### src/rtl/money_pkg.sv
// Shared money constants, FSM state codes and the saturation-ceiling helper
// for the vending machine money datapath.
package money_pkg;

   localparam int unsigned MONEY_W   = 11;
   localparam int unsigned MAX_MONEY = 2047;

   typedef logic [MONEY_W-1:0] money_t;

   localparam logic [2:0] IDLE    = 3'd0;
   localparam logic [2:0] ACCUM   = 3'd1;
   localparam logic [2:0] VEND    = 3'd2;
   localparam logic [2:0] CHANGE  = 3'd3;
   localparam logic [2:0] COLLECT = 3'd4;

   localparam logic [MONEY_W:0] MAX_MONEY_EXT = (MONEY_W + 1)'(MAX_MONEY);

   // Sum is formed one bit wider so the comparison can never wrap.
   function automatic logic fits(input money_t a, input money_t b);
      logic [MONEY_W:0] sum;
      sum = {1'b0, a} + {1'b0, b};
      return sum <= MAX_MONEY_EXT;
   endfunction

endpackage

### src/rtl/credit_accum.sv
// Customer credit register: add (with ceiling check), subtract and clear,
// driven by control strobes from the money sequencer FSM.
module credit_accum
   import money_pkg::*;
(
   input  logic               clk,
   input  logic               rst,
   input  logic               add,
   input  logic [MONEY_W-1:0] add_value,
   input  logic               sub,
   input  logic [MONEY_W-1:0] sub_value,
   input  logic               clr,
   output logic               can_add,
   output logic [MONEY_W-1:0] credit
);

   logic [MONEY_W-1:0] credit_q;

   assign can_add = fits(credit_q, add_value);
   assign credit  = credit_q;

   // Clear wins over subtract, subtract over add; the FSM never asserts two at once.
   always_ff @(posedge clk or posedge rst) begin
      if (rst) begin
         credit_q <= '0;
      end else if (clr) begin
         credit_q <= '0;
      end else if (sub) begin
         credit_q <= credit_q - sub_value;
      end else if (add && can_add) begin
         credit_q <= credit_q + add_value;
      end
   end

endmodule

### src/rtl/money_sequencer.sv
// Money sequencer: arbitrates coins, purchases, cancels and owner collection
// over the credit and bank registers. Define AUDIT_COUNT_EN for audit counters.
module money_sequencer
   import money_pkg::*;
(
   input  logic               clk,
   input  logic               rst,
   input  logic               mode,
   input  logic               coin_valid,
   input  logic [MONEY_W-1:0] coin_value,
   input  logic               sel_valid,
   input  logic [MONEY_W-1:0] price,
   input  logic               cancel,
   input  logic               collect_req,
   output logic [MONEY_W-1:0] credit,
   output logic [MONEY_W-1:0] machine_money,
   output logic               vend,
   output logic               change_valid,
   output logic [MONEY_W-1:0] change_amount,
   output logic               owner_valid,
   output logic [MONEY_W-1:0] owner_money,
   output logic               redlight,
   output logic               coin_reject,
   output logic               busy
`ifdef AUDIT_COUNT_EN
   ,
   output logic [15:0]        vend_count,
   output logic [MONEY_W+7:0] collected_total
`endif
);

   logic [2:0]         state_q, state_d;
   logic [MONEY_W-1:0] price_q, price_d;
   logic [MONEY_W-1:0] bank_q;
   logic               pending_q, pending_d;
   logic               vend_q, change_valid_q, owner_valid_q, redlight_q, coin_reject_q;
   logic [MONEY_W-1:0] change_amount_q, owner_money_q;

   logic coin_take, coin_rej_d, credit_sub, credit_clr, can_add;
   logic owner_req, sel_ok;

   assign owner_req = collect_req & mode;
   assign sel_ok    = sel_valid && (credit >= price) && fits(bank_q, price);

   credit_accum u_credit (
      .clk       (clk),
      .rst       (rst),
      .add       (coin_take),
      .add_value (coin_value),
      .sub       (credit_sub),
      .sub_value (price_q),
      .clr       (credit_clr),
      .can_add   (can_add),
      .credit    (credit)
   );

   always_comb begin
      state_d    = state_q;
      price_d    = price_q;
      pending_d  = pending_q;
      coin_take  = 1'b0;
      credit_sub = 1'b0;
      credit_clr = 1'b0;
      // Any coin not explicitly taken below is refused.
      coin_rej_d = coin_valid;
      case (state_q)
         IDLE: begin
            if (pending_q || owner_req) begin
               state_d   = COLLECT;
               pending_d = 1'b0;
            end else if (coin_valid && !mode && can_add) begin
               coin_take  = 1'b1;
               coin_rej_d = 1'b0;
               state_d    = (coin_value != '0) ? ACCUM : IDLE;
            end
         end
         ACCUM: begin
            if (cancel || owner_req) begin
               // Refund first; an owner request is replayed from IDLE afterwards.
               state_d   = CHANGE;
               pending_d = owner_req;
            end else if (sel_ok) begin
               state_d = VEND;
               price_d = price;
            end else if (coin_valid && !mode && can_add) begin
               coin_take  = 1'b1;
               coin_rej_d = 1'b0;
            end
         end
         VEND: begin
            credit_sub = 1'b1;
            state_d    = CHANGE;
         end
         CHANGE: begin
            credit_clr = 1'b1;
            state_d    = IDLE;
         end
         COLLECT: begin
            state_d = IDLE;
         end
         default: begin
            state_d = IDLE;
         end
      endcase
   end

   always_ff @(posedge clk or posedge rst) begin
      if (rst) begin
         state_q         <= IDLE;
         price_q         <= '0;
         bank_q          <= '0;
         pending_q       <= 1'b0;
         vend_q          <= 1'b0;
         change_valid_q  <= 1'b0;
         change_amount_q <= '0;
         owner_valid_q   <= 1'b0;
         owner_money_q   <= '0;
         redlight_q      <= 1'b0;
         coin_reject_q   <= 1'b0;
      end else begin
         state_q        <= state_d;
         price_q        <= price_d;
         pending_q      <= pending_d;
         coin_reject_q  <= coin_rej_d;
         vend_q         <= (state_q == VEND);
         change_valid_q <= (state_q == CHANGE);
         owner_valid_q  <= (state_q == COLLECT);
         if (state_q == VEND) begin
            bank_q <= bank_q + price_q;
         end
         if (state_q == CHANGE) begin
            change_amount_q <= credit;
         end
         if (state_q == COLLECT) begin
            owner_money_q <= bank_q;
            redlight_q    <= (bank_q == '0);
            bank_q        <= '0;
         end
      end
   end

`ifdef AUDIT_COUNT_EN
   logic [15:0]        vend_count_q;
   logic [MONEY_W+7:0] total_q;
   logic [MONEY_W+8:0] total_sum;

   assign total_sum = {1'b0, total_q} + {9'b0, bank_q};

   always_ff @(posedge clk or posedge rst) begin
      if (rst) begin
         vend_count_q <= '0;
         total_q      <= '0;
      end else begin
         if (state_q == VEND) begin
            vend_count_q <= vend_count_q + 16'd1;
         end
         if (state_q == COLLECT) begin
            total_q <= total_sum[MONEY_W+8] ? '1 : total_sum[MONEY_W+7:0];
         end
      end
   end

   assign vend_count      = vend_count_q;
   assign collected_total = total_q;
`endif

   assign machine_money = bank_q;
   assign vend          = vend_q;
   assign change_valid  = change_valid_q;
   assign change_amount = change_amount_q;
   assign owner_valid   = owner_valid_q;
   assign owner_money   = owner_money_q;
   assign redlight      = redlight_q;
   assign coin_reject   = coin_reject_q;
   assign busy          = (state_q != IDLE) && (state_q != ACCUM);

endmodule

### config.mk
export PLATFORM = sky130hd
export DESIGN_NAME = money_sequencer
export DESIGN_NICKNAME = d
export VERILOG_FILES = /design/src/rtl/money_pkg.sv /design/src/rtl/credit_accum.sv /design/src/rtl/money_sequencer.sv
export SDC_FILE = /design/constraint.sdc
export NUM_CORES = 1
export LEC_CHECK = 0
export CAP_MARGIN = 20
export CORE_UTILIZATION = 54
export DETAILED_ROUTE_END_ITERATION = 6
export PLACE_DENSITY = 0.88
export SETUP_SLACK_MARGIN = 0.2
export SLEW_MARGIN = 0
export SYNTH_ARGS = -nofsm -noshare
export SYNTH_HDL_FRONTEND = slang
export SYNTH_SLANG_ARGS = --single-unit
### constraint.sdc
create_clock -name clk -period 3.52 [get_ports clk]
set_input_delay 0.352 -clock clk [delete_from_list [all_inputs] [get_ports clk]]
set_output_delay 0.352 -clock clk [all_outputs]
set_load 0.1 [all_outputs]
Word level (Yosys, flattened, before mapping)
Cells that the tools add are included.

storage, ports and cells
  logic and storage cells = 76
  input port bits = 29
  bits in registers = 64

operators by class
  bitwise logic cells = 2
  mux-type cells = 26
  reductions and logical operators = 19
  equal/unequal tests = 9
  add/sub/neg operators = 5
  $lt $le $gt $ge = 3

operator list
  kind                                                                                 count
  11-bit two-way mux                                                                   5
  11-bit by 11-bit adder with 12-bit output                                            2
  12-bit by 11-bit less-or-equal comparator with 1-bit output (second input constant)  2
  11-bit adder                                                                         2
  1-bit two-way mux                                                                    13
  3-bit two-way mux                                                                    4
  11-bit >= comparator                                                                 1
  11-bit zero test                                                                     1
  11-bit nonzero test                                                                  1
  11-bit subtractor                                                                    1
  3-bit case mux with 3 select lines                                                   1
  3-bit by 2-bit equality test with 1-bit output (second input constant)               2
  1-bit logical AND                                                                    6
  3-bit != test (second input constant)                                                2
  1-bit case mux with 2 select lines                                                   3
  3-bit AND reduction                                                                  2
  3-bit nonzero test                                                                   2
  2-bit != test (second input constant)                                                2
  2-bit nonzero test                                                                   2
  3-bit by 1-bit equality test with 1-bit output (second input constant)               1
  3-bit equality test (second input constant)                                          1
  3-bit zero test                                                                      1
  3-bit by 1-bit != test with 1-bit output (second input constant)                     1
  1-bit logical OR                                                                     2
  4 further kinds                                                                      4

Logic depth before layout (Yosys ltp)
Gate-level depths: netlist of the first run.

  depth in word-level cells = 11
  mapped depth = 16

By module
Synthesis of the first run repeated with hierarchy kept, for this count alone.

second synthesis, totals
  cell total of the unflattened synthesis = 494
  area total of the unflattened synthesis = 4,468.0 µm²

modules (own cells, without submodules)
  module           times used  cells an instance  area an instance (µm²)
  money_sequencer  1           327                3,089.2
  credit_accum     1           167                1,378.8

Worst setup path after synthesis of the first run
No wires, ideal clock.

  kind = register to register
  start = reg u_credit.credit_q[0], in the netlist u_credit.credit[0]
  end = reg price_q[0]
  library setup time = 0.125 ns
  stages on the path, launching flop included = 11
  path slack = 0.369 ns
  clock period less this slack = 3.151 ns
  arrival = 3.026 ns
  buffers on the path = 1
  path through = dfrtp_1 > inv_1 > ha_1 > nand2b_1 > a211oi_1 > or3_1 > a211oi_1 > nand2_1 > nor2_1 > buf_2 > mux2_2

between the ends
  longest elaborated chain between the ends = 4

RTL lines
  what                             RTL line                text
  from (decl)                      credit_accum.sv:17      logic [MONEY_W-1:0] credit_q;
  from (signal assigned)           credit_accum.sv:29      credit_q <= credit_q - sub_value;
  from (signal assigned)           credit_accum.sv:31      credit_q <= credit_q + add_value;
  11-bit >= comparator             money_sequencer.sv:43   assign sel_ok = sel_valid && (credit >= price) && fits(bank_q, price);
  1-bit logical AND (2 in series)  money_sequencer.sv:43
  3-bit AND reduction (no line)    --
  to (signal assigned)             money_sequencer.sv:122  price_q <= price_d;
  to (decl)                        money_sequencer.sv:33   logic [MONEY_W-1:0] price_q, price_d;

Every way passes these cells.
A chain may end at the register's enable or synchronous reset.

Final worst setup path of the first run
  start = reg state_q[0]
  end = reg u_credit.credit_q[10], in the netlist u_credit.credit[10]

between the ends
  longest elaborated chain between the ends = 4
  elaborated cells between the ends (all ways) = 11

RTL lines
  what                                                                            RTL line                                text
  from (decl)                                                                     money_sequencer.sv:32                   logic [2:0] state_q, state_d;
  from (signal assigned)                                                          money_sequencer.sv:121                  state_q <= state_d;
  3-bit by 1-bit equality test with 1-bit output (tied with other cells)          money_sequencer.sv:66                   case (state_q)
  1-bit case mux with 2 select lines / 1-bit two-way mux (equally long branches)  money_sequencer.sv:66
  1-bit logical AND / 11-bit two-way mux (equally long branches)                  credit_accum.sv:30, credit_accum.sv:28
  3-bit nonzero test (no line) / 11-bit two-way mux (equally long branches)       --

Several ways; a longest one is shown, not always the timed one.

==> results of run 1 <==
-- logic make-up after synthesis --
| group | share of synthesized area (%) |
|---|---|
| adder cells (fa/ha/maj) | 16.1 |
| AO/OA/AOI/OAI | 14.5 |
| flip-flops | 35.9 |
| XOR/XNOR | 3.93 |
| multiplexers | 5.59 |
| buffers and inverters | 3.71 |
| AND/OR/NAND/NOR | 20.3 |
-- layer usage --
metal	routed length [um]	vias to the layer above	part of all wire (%)	track usage, %
li1	-	1930	-	-
met1	5250	1959	45	37.0
met2	5530	116	48	46.1
met3	518	25	4.5	3.86
met4	262	0	2.3	11.5
met5	0	-	0	0
-- final cells by class --
class                      instances  area, um2  area share, %
multi-input combinational        394       2690           48.2
inverter                          26       97.6           1.75
tap                              102        128           2.29
clock inverter                     6       45.0          0.807
clock buffer                      10        128           2.29
timing repair buffer              90        891           16.0
sequential                        64       1600           28.7
-- synthesized netlist by cell type, types with 3 or more instances --
library cell | n | area, um2
nand3_1 | 10 | 50.1
nor3_1 | 15 | 75.1
nand2b_1 | 9 | 56.3
o2111ai_1 | 4 | 35.0
nand2_1 | 101 | 379
xnor2_1 | 10 | 87.6
o22ai_1 | 3 | 18.8
ha_1 | 54 | 676
nor4_1 | 7 | 43.8
nor2b_1 | 6 | 37.5
inv_1 | 25 | 93.8
a21oi_1 | 22 | 110
xor2_1 | 10 | 87.6
dfrtp_1 | 64 | 1600
a21o_1 | 6 | 45.0
buf_2 | 3 | 15.0
mux2_4 | 7 | 105
clkbuf_1 | 7 | 26.3
and3_1 | 3 | 18.8
nor2_1 | 25 | 93.8
o21ai_0 | 38 | 190
nand4_1 | 5 | 31.3
a32o_1 | 3 | 30.0
a211oi_1 | 4 | 30.0
mux2_2 | 11 | 124
-- sequential cells by signal (all words and copies together) (netlist names) --
| signal | cells |
|---|---|
| change_amount | 11 |
| change_valid | 1 |
| coin_reject | 1 |
| machine_money | 11 |
| owner_money | 11 |
| owner_valid | 1 |
| pending_q | 1 |
| price_q | 11 |
| redlight | 1 |
| state_q | 3 |
| u_credit.credit | 11 |
| vend | 1 |
-- how the worst min path moves through the flow --
stage	start	to	slack, ns	depth (start not counted)
after floorplan	state_q[2]	state_q[1]	0.46	1
after global placement	change_amount[3]	change_amount[3]	0.46	2
after detailed placement	change_amount[7]	change_amount[7]	0.46	2
after CTS	change_amount[2]	change_amount[2]	0.48	2
after global routing	rst	owner_money[6]	0.43	2
final	rst	machine_money[10]	0.37	2
-- per-stage QoR --
step / utilization, % / std cells / hold WS, ns / setup slack, ns
after floorplan: - / 497 / 0.463 / 0.369
after global placement: 68.6 / 675 / 0.459 / 0.202
after detailed placement: 68.6 / 675 / 0.462 / 0.134
after CTS: 70.8 / 691 / 0.480 / 0.356
after global routing: 71.1 / 692 / 0.435 / 0.203
final: 71.1 / 692 / 0.370 / 0.364
-- cell usage in the layout, fill, tap and decap left out, types with 3 or more instances in the layout --
master	Yosys	final
o22ai_1	3	3
nand2b_1	9	9
nor2b_1	6	5
xor2_1	10	10
mux2_2	11	11
o21ai_0	38	38
clkinvlp_4	0	3
dfrtp_1	64	64
a21oi_1	22	22
ha_1	54	54
a211oi_1	4	4
clkdlybuf4s50_1	0	78
o2111ai_1	4	4
nand2_1	101	101
a21o_1	6	6
clkbuf_8	0	9
nor2_1	25	25
nor3_1	15	15
inv_1	25	24
mux2_4	7	7
xnor2_1	10	10
nand3_1	10	10
nor4_1	7	7
and3_1	3	3
buf_4	0	11
a32o_1	3	3
nand4_1	5	5
-- timing repair --
item	4_1_cts	5_1_grt
hold buffers	0	0
endpoints found under the setup margin	0	1
gates resized for setup	0	1
-- worst max-delay path: stages, from the launching register on --
cell and delay, ns:
dfrtp_1 0.47, or3b_1 0.41, buf_4 0.26, nand2_1 0.10
o21ai_0 0.14, fa_1 0.45, nor2b_2 0.18, o2111ai_1 0.16
nand3_1 0.17, a41o_1 0.21, xor2_1 0.15, nor2_1 0.05
mux2_4 0.28
==> impl_metrics.py, run 1 <==
metrics = {
    "status": {
        "outcome": "finished, final reports clean",
    },
    "layout": {
        "nNetsFinal": 670,
        "fillCellCount": 616,
        "diodes": 0,
        "area_growth_pct": 25.3,
        "design_area_um2": 5580,
        "drive_above_1_share_pct": 9.49,
    },
    "global_routing": {
        "grt_usage_pct": 28.0,
        "antenna_found_initial": 0,
        "grt_max_degree": 48,
        "grt-ovfl-total": 0,
        "first_global_vias": 3982,
        "grt_pass1_wl_um": 18900,
    },
    "worst_setup_path": {
        "worstSetupEndpoint": "u_credit.credit[10]",
        "crit_required_ns": 3.77,
        "arrival_ns": 3.40,
        "start_kind": "flop",
        "path_class": "flop to flop",
        "worstSetupStartpoint": "state_q[0]",
        "r2r_end": "u_credit.credit[10]",
        "r2r_start": "state_q[0]",
        "rr_worst_depth": 12,
        "r2r_slack_ns": 0.36,
        "end_kind": "flop",
        "cp_max_fo": 32,
    },
    "place": {
        "hpwlAfterDp_um": 8630,
        "io_buffers": 78,
        "placed_cell_area_um2": 5380,
        "place.gp.congestion": 0.959,
    },
    "sta": {
        "finalCritPeriodShare_pct": 89.7,
        "fmax_mhz": 317,
        "tns_ns": 0,
        "timing.final.hold_violations": 0,
        "skew_ns": 0.00735,
        "rsz0062_at_grt": "false",
        "setup_viol": 0,
        "tightest_slew_ns": 0.996,
        "maxSlewViolCount": 0,
        "slew_headroom_pct": 33.4,
        "min_period_ns": 3.16,
    },
    "detailed_routing": {
        "ant_nets": 0,
        "vias": 4030,
        "wl_per_cell_um": 16.7,
        "wl_um": 11600,
        "drtPass1Iterations": 6,
        "drt_iter0_markers": 237,
        "drcViolationCount": 0,
        "viasPerCell": 5.82,
    },
    "logic_synthesis": {
        "yosys_register_bits": 64,
        "ys.flop_type": "dfrtp_1",
        "yosysSeqAreaShare_pct": 35.9,
        "synth_nets": 582,
        "yosys_warnings": 0,
        "ys_types": 57,
        "avgSynthCellArea_um2": 8.97,
        "async_flop_share_pct": 100,
        "syn_inst": 497,
        "synth-edff-count": 0,
        "synth_area_um2": 4460,
    },
    "clocking": {
        "clockBufferDepth": 2,
        "clk_pin_slew_ns": 0.08,
        "insertion_delay_ns": 0.35,
        "clkSinkCount": 64,
        "cts_tree": "done",
        "htreeDepth": 3,
        "root_buffer": "clkbuf_8",
        "numCtsBuffers": 9,
        "postCtsSetupBuffers": 0,
    },
    "die": {
        "start_util_pct": 56.8,
        "die-area_um2": 8620,
        "die_x_um": 92.8,
        "ioPinCount": 79,
        "coreArea_um2": 7850,
        "die_y_um": 92.8,
        "rows": 32,
    },
    "min_path": {
        "hold_path_class": "input port to asynchronous set/reset pin",
    },
    "job": {
        "cap_violations": 0,
    },
}
Power of run 1 is not shown: default switching activity piles up to over one toggle a cycle in this logic, so the estimate is an artifact.
==> run 2: changes to the inputs <==
--- a/config.mk
+++ b/config.mk
@@ -9,6 +9,7 @@
 export CORE_UTILIZATION = 54
 export DETAILED_ROUTE_END_ITERATION = 6
 export PLACE_DENSITY = 0.88
+export REMOVE_ABC_BUFFERS = 1
 export SETUP_SLACK_MARGIN = 0.2
 export SLEW_MARGIN = 0
 export SYNTH_ARGS = -nofsm -noshare
==> run 2 against run 1 <==
Net effect: routed wire length increased by 3.2%; fmax decreased by 1.2%; final area decreased by 0.54%; utilization decreased by 0.38 points; setup slack got worse by 0.037 ns; non-clock buffer count decreased by 2; flip-flop and latch count unchanged; final cell count decreased by 0.29%; clock skew increased by 0.0024 ns; sequential share of layout area increased by 0.16 points; worst hold slack improved by 0.11 ns; first-iteration DRC count increased by 71%; critical path type unchanged; critical endpoint unchanged.
==> impl_metrics.py, run 2 (same netlist as run 1, synthesis figures left out) <==
metrics = {
    "status": {
        "outcome": "finished, final reports clean",
    },
    "sta": {
        "setup_viol": 0,
        "maxSlewViolCount": 0,
        "fmax_mhz": 313,
        "min_period_ns": 3.19,
        "slew_headroom_pct": 33.7,
        "tns_ns": 0,
        "rsz0062_at_grt": "false",
        "tightest_slew_ns": 0.992,
        "skew_ns": 0.00978,
        "timing.final.hold_violations": 0,
        "finalCritPeriodShare_pct": 90.7,
    },
    "clocking": {
        "numCtsBuffers": 9,
        "cts_tree": "done",
        "clkSinkCount": 64,
        "root_buffer": "clkbuf_8",
        "htreeDepth": 3,
        "clk_pin_slew_ns": 0.08,
        "clockBufferDepth": 2,
        "insertion_delay_ns": 0.36,
        "postCtsSetupBuffers": 0,
    },
    "layout": {
        "area_growth_pct": 24.6,
        "layout_common_cells": "nand2_1 (101), clkdlybuf4s50_1 (78), dfrtp_1 (64)",
        "diodes": 0,
        "drive_above_1_share_pct": 9.52,
        "multi_input_area_um2": 2700,
        "final_common_cell": "nand2_1",
        "regArea_um2": 1600,
        "fillCellCount": 568,
        "nNetsFinal": 668,
    },
    "global_routing": {
        "antenna_found_initial": 0,
        "grt_max_degree": 65,
        "grt_pass1_wl_um": 19500,
        "grt_usage_pct": 29.1,
        "grt-ovfl-total": 0,
        "first_global_vias": 4077,
    },
    "worst_setup_path": {
        "r2r_start": "state_q[1]",
        "end_kind": "flop",
        "crit_required_ns": 3.76,
        "arrival_ns": 3.44,
        "cp_max_fo": 32,
        "r2r_slack_ns": 0.33,
        "r2r_end": "u_credit.credit[10]",
        "rr_worst_depth": 12,
        "worstSetupEndpoint": "u_credit.credit[10]",
        "worstSetupStartpoint": "state_q[1]",
        "start_kind": "flop",
        "path_class": "flop to flop",
    },
    "min_path": {
        "hold_path_class": "flop to flop",
    },
    "detailed_routing": {
        "drt_iter0_markers": 405,
        "drcViolationCount": 0,
        "viasPerCell": 6.01,
        "ant_nets": 0,
        "drtPass1Iterations": 5,
        "wl_per_cell_um": 17.3,
        "wl_um": 11900,
        "vias": 4144,
    },
    "die": {
        "die_y_um": 92.8,
        "die-area_um2": 8620,
        "rows": 32,
        "start_util_pct": 56.8,
        "coreArea_um2": 7850,
        "die_x_um": 92.8,
        "ioPinCount": 79,
    },
    "job": {
        "cap_violations": 0,
    },
    "place": {
        "hpwlAfterDp_um": 8660,
        "place.gp.congestion": 0.926,
        "io_buffers": 78,
    },
}
==> run 2: repair_timing <==
item | in CTS | in global routing
endpoints found under the setup margin | 0 | 3
hold buffers | 0 | 0
gates resized for setup | 0 | 4
==> run 2: routing by layer <==
layer | vias up | GRT usage [%] | wire length [um] | share of wire (%)
met5 | - | 0 | 0 | 0
met4 | 0 | 12.1 | 282 | 2.4
met3 | 33 | 5.91 | 729 | 6.1
met2 | 195 | 49.5 | 5940 | 50
met1 | 1989 | 36.0 | 4980 | 42
li1 | 1927 | - | - | -
==> run 2: layout make-up <==
class                   count  area share (%)
clock buffers               9            2.23
well taps                 102            2.30
multi-input cells         394            48.6
flip-flops and latches     64            28.8
inverters                  26            1.76
repair buffers             88            15.4
clock inverters             7           0.879
==> run 2: stage by stage <==
step                      util (%)  std cells  cell area [um2]  setup slack [ns]  hold slack [ns]
after global routing          70.8        690             5550             0.198            0.509
after global placement        68.5        674             5370             0.199            0.457
after floorplan                  -        484             4390             0.140            0.463
final                         70.8        690             5550             0.327            0.479
after CTS                     70.7        690             5550             0.311            0.482
after detailed placement      68.5        674             5370           0.00652            0.463
==> run 2: critical path: stages, from the launching register on <==
cell,delay (ns)
dfrtp_1,0.48
or3b_1,0.42
buf_4,0.26
nand2_1,0.09
o21ai_0,0.09
ha_1,0.34
nor2b_2,0.19
o2111ai_1,0.25
nand3_1,0.19
a41o_1,0.29
xor2_1,0.14
nor2_1,0.05
mux2_4,0.28
==> run 2: worst min path at each step <==
stage	from	end	slack, ns	cells past startpoint
2_1_floorplan	state_q[2]	state_q[1]	0.46	1
3_3_place_gp	change_amount[8]	change_amount[8]	0.46	2
3_5_place_dp	owner_money[8]	owner_money[8]	0.46	2
4_1_cts	owner_money[8]	owner_money[8]	0.48	2
5_1_grt	redlight	redlight	0.51	2
6_report	owner_money[8]	owner_money[8]	0.48	2
Power of run 2 is left out for the same reason.
